<file path="config.mk">
export PLATFORM = sky130hd
export DESIGN_NAME = ml_acc_seq
export DESIGN_NICKNAME = d
export VERILOG_FILES = /design/src/rtl/ml_acc_pkg.sv /design/src/rtl/ml_acc_accum_bank.sv /design/src/rtl/ml_acc_seq.sv
export SDC_FILE = /design/constraint.sdc
export NUM_CORES = 1
export LEC_CHECK = 0
export BUFFER_PORTS_ARGS = -buffer_cell sky130_fd_sc_hd__buf_4
export CAP_MARGIN = 10
export CORE_AREA = 10 10 330 332
export DETAILED_ROUTE_END_ITERATION = 10
export DIE_AREA = 0 0 340 342
export GPL_TIMING_DRIVEN = 0
export PLACE_DENSITY = 0.3
export SLEW_MARGIN = 0
export SYNTH_ARGS = -nofsm -noshare
export SYNTH_HDL_FRONTEND = slang
export SYNTH_SLANG_ARGS = --single-unit
</file>
<file path="constraint.sdc">
create_clock -name HCLK -period 2.5 [get_ports HCLK]
set_clock_uncertainty 0.1 [all_clocks]
set_input_delay 0.375 -clock HCLK [delete_from_list [all_inputs] [get_ports HCLK]]
set_output_delay 0.375 -clock HCLK [all_outputs]
set_load 0.01 [all_outputs]
</file>
<file path="src/rtl/ml_acc_pkg.sv">
// Shared types and helpers for the ml_acc_seq dot-product sequencer.
// Lane/neuron counts match the four-lane, four-neuron int8 MAC datapath.
package ml_acc_pkg;

  localparam int unsigned LANES   = 4;
  localparam int unsigned NEURONS = 4;

  typedef enum logic [1:0] {
    StIdle,
    StRun,
    StDone
  } state_e;

  // Tail element count (len mod 4) to lane-valid mask; 0 means a full word.
  function automatic logic [LANES-1:0] lane_mask(input logic [1:0] tail);
    logic [LANES-1:0] mask;
    unique case (tail)
      2'd1:    mask = 4'b0001;
      2'd2:    mask = 4'b0011;
      2'd3:    mask = 4'b0111;
      default: mask = 4'b1111;
    endcase
    return mask;
  endfunction

endpackage

</file>
<file path="src/rtl/ml_acc_accum_bank.sv">
// Four 32-bit neuron accumulators: bias load on start, update from the datapath on fire,
// synchronous clear, and the ReLU result mux.
module ml_acc_accum_bank
  import ml_acc_pkg::*;
(
  input  logic                      i_clk,
  input  logic                      i_clr,
  input  logic                      i_load,
  input  logic                      i_relu,
  input  logic                      i_fire,
  input  logic [NEURONS-1:0][31:0]  i_bias,
  input  logic [NEURONS-1:0][31:0]  i_dp_out,
  output logic [NEURONS-1:0][31:0]  o_acc,
  output logic [NEURONS-1:0][31:0]  o_res
);

  logic [NEURONS-1:0][31:0] r_acc;
  logic                     r_relu;

  always_ff @(posedge i_clk) begin
    if (i_clr) begin
      r_acc  <= '0;
      r_relu <= 1'b0;
    end else if (i_load) begin
      r_acc  <= i_bias;
      r_relu <= i_relu;
    end else if (i_fire) begin
      r_acc  <= i_dp_out;
    end
  end

  always_comb begin
    o_acc = r_acc;
    for (int n = 0; n < NEURONS; n++) begin
      o_res[n] = (r_relu && r_acc[n][31]) ? 32'd0 : r_acc[n];
    end
  end

endmodule

</file>
<file path="src/rtl/ml_acc_seq.sv">
// Dense-layer job sequencer: streams activation/weight words into the external int8 MAC
// datapath, accumulates over len elements and hands four neuron results back.
module ml_acc_seq
  import ml_acc_pkg::*;
#(
  parameter int unsigned LEN_W = 16
) (
  input  logic               HCLK,
  input  logic               HRESET,
  input  logic               start,
  input  logic [LEN_W-1:0]   len,
  input  logic               relu,
  input  logic [31:0]        bias0,
  input  logic [31:0]        bias1,
  input  logic [31:0]        bias2,
  input  logic [31:0]        bias3,
  output logic               busy,
  input  logic               act_valid,
  output logic               act_ready,
  input  logic [31:0]        act_data,
  input  logic               wgt_valid,
  output logic               wgt_ready,
  input  logic [127:0]       wgt_data,
  output logic [LANES-1:0]   dp_valid,
  output logic [31:0]        dp_a,
  output logic [31:0]        dp_w0,
  output logic [31:0]        dp_w1,
  output logic [31:0]        dp_w2,
  output logic [31:0]        dp_w3,
  output logic [31:0]        dp_sum0,
  output logic [31:0]        dp_sum1,
  output logic [31:0]        dp_sum2,
  output logic [31:0]        dp_sum3,
  input  logic [31:0]        dp_out0,
  input  logic [31:0]        dp_out1,
  input  logic [31:0]        dp_out2,
  input  logic [31:0]        dp_out3,
  output logic               res_valid,
  input  logic               res_ready,
  output logic [31:0]        res0,
  output logic [31:0]        res1,
  output logic [31:0]        res2,
  output logic [31:0]        res3
);

  // ceil(len/4) always fits in LEN_W-1 bits.
  localparam int unsigned WW = LEN_W - 1;

  state_e                   r_state;
  state_e                   w_state_next;
  logic [WW-1:0]            r_words;
  logic [1:0]               r_tail;
  logic [WW-1:0]            w_words_init;
  logic                     w_start_ok;
  logic                     w_fire;
  logic                     w_last;
  logic [NEURONS-1:0][31:0] w_bias;
  logic [NEURONS-1:0][31:0] w_dp_out;
  logic [NEURONS-1:0][31:0] w_acc;
  logic [NEURONS-1:0][31:0] w_res;

  assign w_words_init = WW'((32'(len) + 32'd3) >> 2);
  assign w_start_ok   = (r_state == StIdle) && start;
  assign w_fire       = (r_state == StRun) && act_valid && wgt_valid;
  assign w_last       = (r_words == WW'(1));
  assign w_bias       = {bias3, bias2, bias1, bias0};
  assign w_dp_out     = {dp_out3, dp_out2, dp_out1, dp_out0};

  always_ff @(posedge HCLK) begin
    if (HRESET) begin
      r_state <= StIdle;
    end else begin
      r_state <= w_state_next;
    end
  end

  always_ff @(posedge HCLK) begin
    if (HRESET) begin
      r_words <= '0;
      r_tail  <= '0;
    end else if (w_start_ok) begin
      r_words <= w_words_init;
      r_tail  <= len[1:0];
    end else if (w_fire) begin
      r_words <= r_words - WW'(1);
    end
  end

  always_comb begin
    w_state_next = r_state;
    unique case (r_state)
      StIdle: if (start) w_state_next = (w_words_init == '0) ? StDone : StRun;
      StRun:  if (w_fire && w_last) w_state_next = StDone;
      StDone: if (res_ready) w_state_next = StIdle;
      default: w_state_next = StIdle;
    endcase
  end

  always_comb begin
    busy      = (r_state != StIdle);
    act_ready = 1'b0;
    wgt_ready = 1'b0;
    res_valid = 1'b0;
    dp_valid  = '0;
    dp_a      = '0;
    dp_w0     = '0;
    dp_w1     = '0;
    dp_w2     = '0;
    dp_w3     = '0;
    unique case (r_state)
      StRun: begin
        // Cross-coupled readies: a word is consumed only when both streams present one.
        act_ready = wgt_valid;
        wgt_ready = act_valid;
        if (w_fire) begin
          dp_valid = (w_last && (r_tail != 2'd0)) ? lane_mask(r_tail) : 4'b1111;
          dp_a     = act_data;
          dp_w0    = wgt_data[31:0];
          dp_w1    = wgt_data[63:32];
          dp_w2    = wgt_data[95:64];
          dp_w3    = wgt_data[127:96];
        end
      end
      StDone:  res_valid = 1'b1;
      default: ;
    endcase
  end

  ml_acc_accum_bank u_accum_bank (
    .i_clk    (HCLK),
    .i_clr    (HRESET),
    .i_load   (w_start_ok),
    .i_relu   (relu),
    .i_fire   (w_fire),
    .i_bias   (w_bias),
    .i_dp_out (w_dp_out),
    .o_acc    (w_acc),
    .o_res    (w_res)
  );

  assign dp_sum0 = w_acc[0];
  assign dp_sum1 = w_acc[1];
  assign dp_sum2 = w_acc[2];
  assign dp_sum3 = w_acc[3];
  assign res0    = w_res[0];
  assign res1    = w_res[1];
  assign res2    = w_res[2];
  assign res3    = w_res[3];

endmodule

</file>
==> results of run 1 <==
-- worst max-delay path by stage --
stage / start / end / depth (start not counted)
CTS: r_words[5] / dp_valid[2] / 5
finish: r_state[1] / dp_w3[17] / 7
global route: r_words[5] / dp_valid[2] / 5
global placement: u_accum_bank.r_relu / res0[10] / 5
floorplan: r_words[2] / dp_valid[1] / 4
detailed placement: u_accum_bank.r_relu / res0[10] / 5
-- stage by stage --
stage	cells	area (um2)	util, %	TNS (ns)
finish	3649	20300	19.8	-0.0418
global route	3645	20300	19.8	-8.50
CTS	3636	19600	19.1	-8.80
detailed placement	3454	17000	16.6	-89.95
global placement	3454	17000	16.6	-97.13
floorplan	1213	8800	-	0
-- cells in the mapped netlist (2+ instances only) --
master | instances | area [um2]
a311oi_1 | 128 | 1120
inv_1 | 7 | 26.3
ha_1 | 4 | 50.1
nor3_1 | 8 | 40.0
and2_1 | 284 | 1780
dfxtp_1 | 148 | 2960
o32ai_1 | 2 | 17.5
nor2_1 | 148 | 556
o21ai_0 | 4 | 20.0
nand3_1 | 6 | 30.0
and3b_1 | 2 | 17.5
nor2b_1 | 6 | 37.5
a211oi_1 | 6 | 45.0
xor2_1 | 10 | 87.6
buf_2 | 18 | 90.1
buf_4 | 9 | 67.6
o211ai_1 | 2 | 15.0
and4_1 | 2 | 17.5
buf_1 | 8 | 30.0
nand4_1 | 2 | 12.5
nor4_1 | 7 | 43.8
o21a_1 | 2 | 15.0
nand4b_1 | 2 | 17.5
nand2_1 | 280 | 1050
xnor2_1 | 7 | 61.3
a21oi_1 | 10 | 50.1
a31oi_1 | 4 | 25.0
o22ai_1 | 2 | 12.5
clkbuf_1 | 73 | 274
-- layout by cell type (no fill, tap or decap), drive strengths merged, types with 2 or more instances in the layout --
| cell | instances |
|---|---|
| ha | 4 |
| xor2 | 10 |
| o21a | 2 |
| o31ai | 2 |
| a311oi | 128 |
| mux2 | 3 |
| and2 | 285 |
| buf | 923 |
| inv | 9 |
| nor4 | 8 |
| nand2 | 281 |
| dfxtp | 148 |
| nor3 | 8 |
| a211oi | 7 |
| nor2 | 148 |
| and3b | 2 |
| o211ai | 2 |
| o22ai | 2 |
| xnor2 | 7 |
| clkinv | 4 |
| diode | 5 |
| clkinvlp | 4 |
| dlygate4sd3 | 138 |
| o32ai | 2 |
| nand4b | 2 |
| o21ai | 4 |
| a31oi | 4 |
| a21oi | 10 |
| nor2b | 6 |
| nand3 | 7 |
| and4 | 2 |
| clkbuf | 88 |
| nand4 | 3 |
-- registers in the layout (all words and copies together) (netlist names) --
signal and cells:
r_state 2, r_tail 2, u_accum_bank.r_relu 1, u_accum_bank.o_acc 128, r_words 15
-- power by group through the flow --
stage	sequential [mW]	combinational [mW]	clock (mW)
finish	2.99	3.66	2.69
detailed placement	3.03	3.31	0
global route	3.03	3.97	2.87
CTS	2.99	3.65	2.87
global placement	3.02	3.32	0
floorplan	2.99	1.17	0
-- cell families (layout without fill, tap and decap cells) --
group	count (synthesis)	after routing	synth area share [%]
xor+xnor	17	17	1.69
compound gates	168	168	15.9
mux	3	3	0.426
buf+inv	116	1167	5.64
other cells	0	5	0
fa+ha+maj	4	4	0.569
flops	148	148	33.7
simple gates	757	757	42.1
-- layer usage --
metal	share of wire (%)	up-vias	GRT usage, %
met1	41	6253	14.9
met3	6.6	31	3.65
met2	51	447	22.7
li1	-	6172	-
met5	0.014	-	0
met4	1.2	2	3.19
-- worst register-to-register path: cells and delay by family (launching register included) --
family | cells | cell delay, ns
AOI/OAI and AO/OA | 1 | 0.27
buffers and inverters | 7 | 1.08
DFF | 1 | 0.36
and+or+nand+nor | 2 | 0.36
-- what timing repair did --
action	in CTS	in global routing
endpoints found under the setup margin	421	162
cloned	1	5
hold endpoints to repair	112	0
resized for setup	176	152
setup buffers	14	3
pin swaps	2	60
hold buffers	138	0
-- layout make-up --
class	instances	area, um2	share of cell area (%)
sequential	148	2980	14.7
multi-input combinational	949	5630	27.8
clock inverter	10	100	0.494
clock buffer	22	464	2.29
antenna	5	12.5	0.0617
timing repair buffer	1022	8510	42.0
tap	1380	1730	8.52
buffer	105	800	3.94
inverter	8	56.3	0.278
==> impl_metrics.py, run 1 <==
metrics = {
    "layout": {
        "fillCellCount": 11700,
        "drive_gt1_share_pct": 48.0,
        "fin_nets": 2694,
        "area_growth_pct": 130,
    },
    "hold_path": {
        "hold_end": "u_accum_bank.o_acc[86]",
        "min_from": "dp_out2[22]",
        "hold_path_depth": 3,
        "hp-class": "primary input to flip-flop",
    },
    "synthesis": {
        "synth-main-ff-cell": "dfxtp_1",
        "ys_seq_area_share_pct": 33.7,
        "yosys_register_bits": 148,
        "synth_edf_count": 0,
        "async_reset_ff_share_pct": 0,
        "synth.net_count": 1656,
        "synth_cells": 1213,
        "yosysWarnings": 0,
        "syn_area_per_cell_um2": 7.26,
        "synth_cell_type_count": 51,
        "synth_area_um2": 8800,
    },
    "worst_setup_path": {
        "r2r-start": "r_state[1]",
        "rr_worst_depth": 10,
        "crit_chain": "nand4b_1 -> buf_12 -> clkinv_16 -> buf_16 -> clkbuf_16 -> and2_4 -> buf_6",
        "reg2reg_slack_ns": 0.24,
        "path_max_fanout": 7,
        "slowest_stage": "dfxtp_4",
        "critPathKind": "flip-flop to output pin",
        "critPathBufInv": 5,
        "rr_endpoint": "u_accum_bank.o_acc[93]",
        "cp-start-kind": "flip-flop",
        "cpPeakStageDelay_ns": 0.36,
        "crit_arrival_ns": 2.05,
        "endpoint_kind": "output pin",
        "crit_family": "buffers and inverters",
        "worstPathRequired_ns": 2.03,
    },
    "grt": {
        "antenna_found_initial": 4,
        "grt_max_degree": 20,
        "overflow": 0,
        "grt_pass1_wl_um": 108000,
        "grt_pass1_vias": 13800,
        "track_usage_pct": 12.8,
    },
    "power": {
        "power_frac_clock_pct": 28.8,
        "ir_worst_vdd_mv": 0.363,
        "pwr-share-comb_pct": 39.2,
        "power.density_nw_per_um2": 461,
        "p_sw_share_pct": 35.9,
        "p_sw_mw": 3.35,
        "p_int_mw": 5.99,
        "power_mw": 9.34,
        "leakagePower_nw": 9.07,
        "p_seq_share_pct": 32.0,
    },
    "routing": {
        "first_iter_violations": 542,
        "drc_errors": 0,
        "vias": 12900,
        "wl_um": 79600,
        "drtAntennaViolNets": 0,
        "wl_per_cell_um": 21.8,
        "vias_per_cell": 3.54,
        "drt_first_pass_iters": 5,
    },
    "clocking": {
        "clk_latency_ns": 0.49,
        "cts.clk_slew.worst_paths_ns": 0.07,
        "cts_root_buffer": "clkbuf_16",
        "cts_tree": "built",
        "cts.sinks": 148,
        "clockBufferDepth": 2,
        "cts_buffers": 17,
        "htreeDepth": 4,
    },
    "die": {
        "initial_core_util_pct": 8.58,
        "die_h_um": 342,
        "rows": 118,
        "dieWidth_um": 340,
        "core_um2": 103000,
        "io_pins": 863,
        "die_area_um2": 116000,
    },
    "placement": {
        "pre_cts_ws_ns": -0.773,
        "gp_congestion": 0.832,
        "io_buffers": 861,
        "dp_hpwl_um": 66200,
    },
    "timing": {
        "fin_hold_ws_ns": 0.0660,
        "timing.final.hold_violations": 0,
        "post-route-period-util_pct": 101,
        "fin_crit_ns": 2.52,
        "worst_pin_slew_ns": 0.742,
        "grt_setup_unrepaired": "yes",
        "fmax_ghz": 0.397,
        "setup_slack_ns": -0.0211,
        "slew_violations": 0,
        "max_slew_margin_pct": 50.5,
        "finalSetupViolCount": 3,
    },
    "outcome": {
        "status": "finished with violations",
        "violations": "negative setup slack",
    },
    "flow_run": {
        "maxCapViolations": 0,
    },
}
Power figures use the tool's default switching activity.
==> run 2: changes to the inputs <==
--- a/config.mk
+++ b/config.mk
@@ -12,6 +12,7 @@
 export DIE_AREA = 0 0 340 342
 export GPL_TIMING_DRIVEN = 0
 export PLACE_DENSITY = 0.3
+export RECOVER_POWER = 50
 export SLEW_MARGIN = 0
 export SYNTH_ARGS = -nofsm -noshare
 export SYNTH_HDL_FRONTEND = slang
==> run 2 against run 1 <==
Effect of this change:
- the flow still finishes with violations (negative setup slack)
- die area is the same
- non-clock buffer count is the same
- sequential share of layout area grew 0.41 points
- final cell count is essentially flat
- power shrank 2.3%
- highest routed layer unchanged
==> impl_metrics.py, run 2 (same netlist as run 1, synthesis figures left out) <==
metrics = {
    "outcome": {
        "status": "finished with violations",
        "violations": "negative setup slack",
    },
    "clocking": {
        "cts_tree": "built",
        "clockBufferDepth": 2,
        "clk_latency_ns": 0.49,
        "cts.sinks": 148,
        "cts.clk_slew.worst_paths_ns": 0.07,
        "cts_root_buffer": "clkbuf_16",
        "htreeDepth": 4,
        "cts_buffers": 17,
    },
    "placement": {
        "dp_hpwl_um": 66200,
        "gp_congestion": 0.832,
        "place_area_um2": 17000,
        "dp.cells": 3454,
        "io_buffers": 861,
    },
    "die": {
        "initial_core_util_pct": 8.58,
        "die_h_um": 342,
        "rows": 118,
        "core_um2": 103000,
        "die_area_um2": 116000,
        "dieWidth_um": 340,
        "io_pins": 863,
    },
    "layout": {
        "fin_cells": 3647,
        "final_cell_mix": "buf_4 (642), nand2_1 (278), and2_1 (190)",
        "layout_commonest_cell": "buf_4",
        "register_area_um2": 2980,
        "fillCellCount": 11800,
        "multi_input_area_um2": 5620,
        "fin_nets": 2694,
        "area_growth_pct": 124,
        "largest_reg_flops": 128,
        "drive_gt1_share_pct": 41.8,
        "final_cell_area_um2": 19700,
        "fin_util_pct": 19.2,
    },
    "grt": {
        "antenna_found_initial": 4,
        "overflow": 0,
        "grt_pass1_vias": 13800,
        "grt_max_degree": 20,
        "track_usage_pct": 12.8,
        "grt_pass1_wl_um": 108000,
    },
    "worst_setup_path": {
        "crit_arrival_ns": 2.03,
        "endpoint_kind": "output pin",
        "critPathKind": "flip-flop to output pin",
        "crit_chain": "nor4_4 -> nand4b_1 -> o31ai_4 -> o21ai_1 -> buf_4",
        "reg2reg_slack_ns": 0.10,
        "crit_family": "simple AND/OR/NAND/NOR gates",
        "path_max_fanout": 3,
        "critPathBufInv": 1,
        "cp-start-kind": "flip-flop",
        "slowest_stage": "dfxtp_4",
        "worstPathRequired_ns": 2.03,
        "cpPeakStageDelay_ns": 0.36,
    },
    "timing": {
        "timing.final.hold_violations": 0,
        "fin_crit_ns": 2.51,
        "finalSetupViolCount": 2,
        "fin_hold_ws_ns": 0.0676,
        "fmax_ghz": 0.399,
        "setup_slack_ns": -0.00827,
        "grt_setup_unrepaired": "yes",
        "slew_violations": 0,
        "post-route-period-util_pct": 100,
        "max_slew_margin_pct": 51.0,
        "worst_pin_slew_ns": 0.735,
    },
    "routing": {
        "vias_per_cell": 3.55,
        "wl_per_cell_um": 21.8,
        "first_iter_violations": 567,
        "drc_errors": 0,
        "wl_um": 79600,
        "drtAntennaViolNets": 0,
        "vias": 13000,
        "drt_first_pass_iters": 5,
    },
    "power": {
        "power.density_nw_per_um2": 462,
        "leakagePower_nw": 8.49,
        "ir_worst_vdd_mv": 0.361,
    },
    "flow_run": {
        "maxCapViolations": 0,
    },
    "hold_path": {
        "hp-class": "primary input to flip-flop",
    },
}
==> run 2: cell count changes in the layout (fill, tap and decap cells not counted), moves of 2 or more <==
cell,previous run,this run
buf_1,6,4
buf_2,15,13
buf_4,784,642
clkbuf_1,46,188
clkbuf_2,10,13
diode_2,5,3
==> run 2: area by class of cell <==
cell class	instances	area share (%)
buffer	105	4.04
sequential	148	15.1
timing repair buffer	1022	40.4
clock inverter	10	0.508
antenna	3	0.0381
clock buffer	22	2.35
inverter	8	0.285
tap	1380	8.76
multi-input combinational	949	28.5
==> run 2: routing by layer <==
metal / global-route usage (%) / up-vias / share of wire (%)
met3: 3.65 / 32 / 6.7
li1: - / 6167 / -
met4: 3.19 / 2 / 1.3
met5: 0 / - / 0.014
met1: 14.9 / 6276 / 41
met2: 22.7 / 479 / 51
==> run 2: power by group <==
part | switching [mW] | total [mW] | internal [mW]
registers | 0.334 | 2.98 | 2.65
logic | 1.74 | 3.45 | 1.71
clock network | 1.26 | 2.69 | 1.43
==> run 2: repair_timing <==
item,4_1_cts,5_1_grt
setup buffers,14,3
gates cloned,1,5
pin swaps,2,60
gates resized for setup,176,152
hold endpoints to repair,112,0
hold buffers,138,0
setup endpoints to repair,421,162
==> run 2: path summary, 6_finish.rpt <==
kind,endpoint,startpoint,cells after the start
max reg2reg,u_accum_bank.o_acc[120],r_state[1],10
max,dp_valid[2],r_words[5],5
min,u_accum_bank.o_acc[86],dp_out2[22],3
min reg2reg,r_tail[1],r_tail[1],2
==> run 2: worst reg2reg max path, cell delays in order (launching register included) <==
cell and delay (ns):
dfxtp_4 0.36, nand4b_1 0.26, buf_12 0.21, clkinv_16 0.07
buf_6 0.18, buf_4 0.15, buf_4 0.10, clkbuf_4 0.18
clkbuf_2 0.33, nand2_1 0.10, a311oi_1 0.27
==> run 2: through the flow <==
step	setup TNS (ns)	setup slack (ns)	power (mW)
2_1_floorplan	0	0.572	4.16
3_3_place_gp	-97.13	-0.790	6.34
3_5_place_dp	-89.95	-0.773	6.34
4_1_cts	-8.80	-0.125	9.51
5_1_grt	-12.79	-0.136	9.64
6_report	-0.0126	-0.00827	9.12
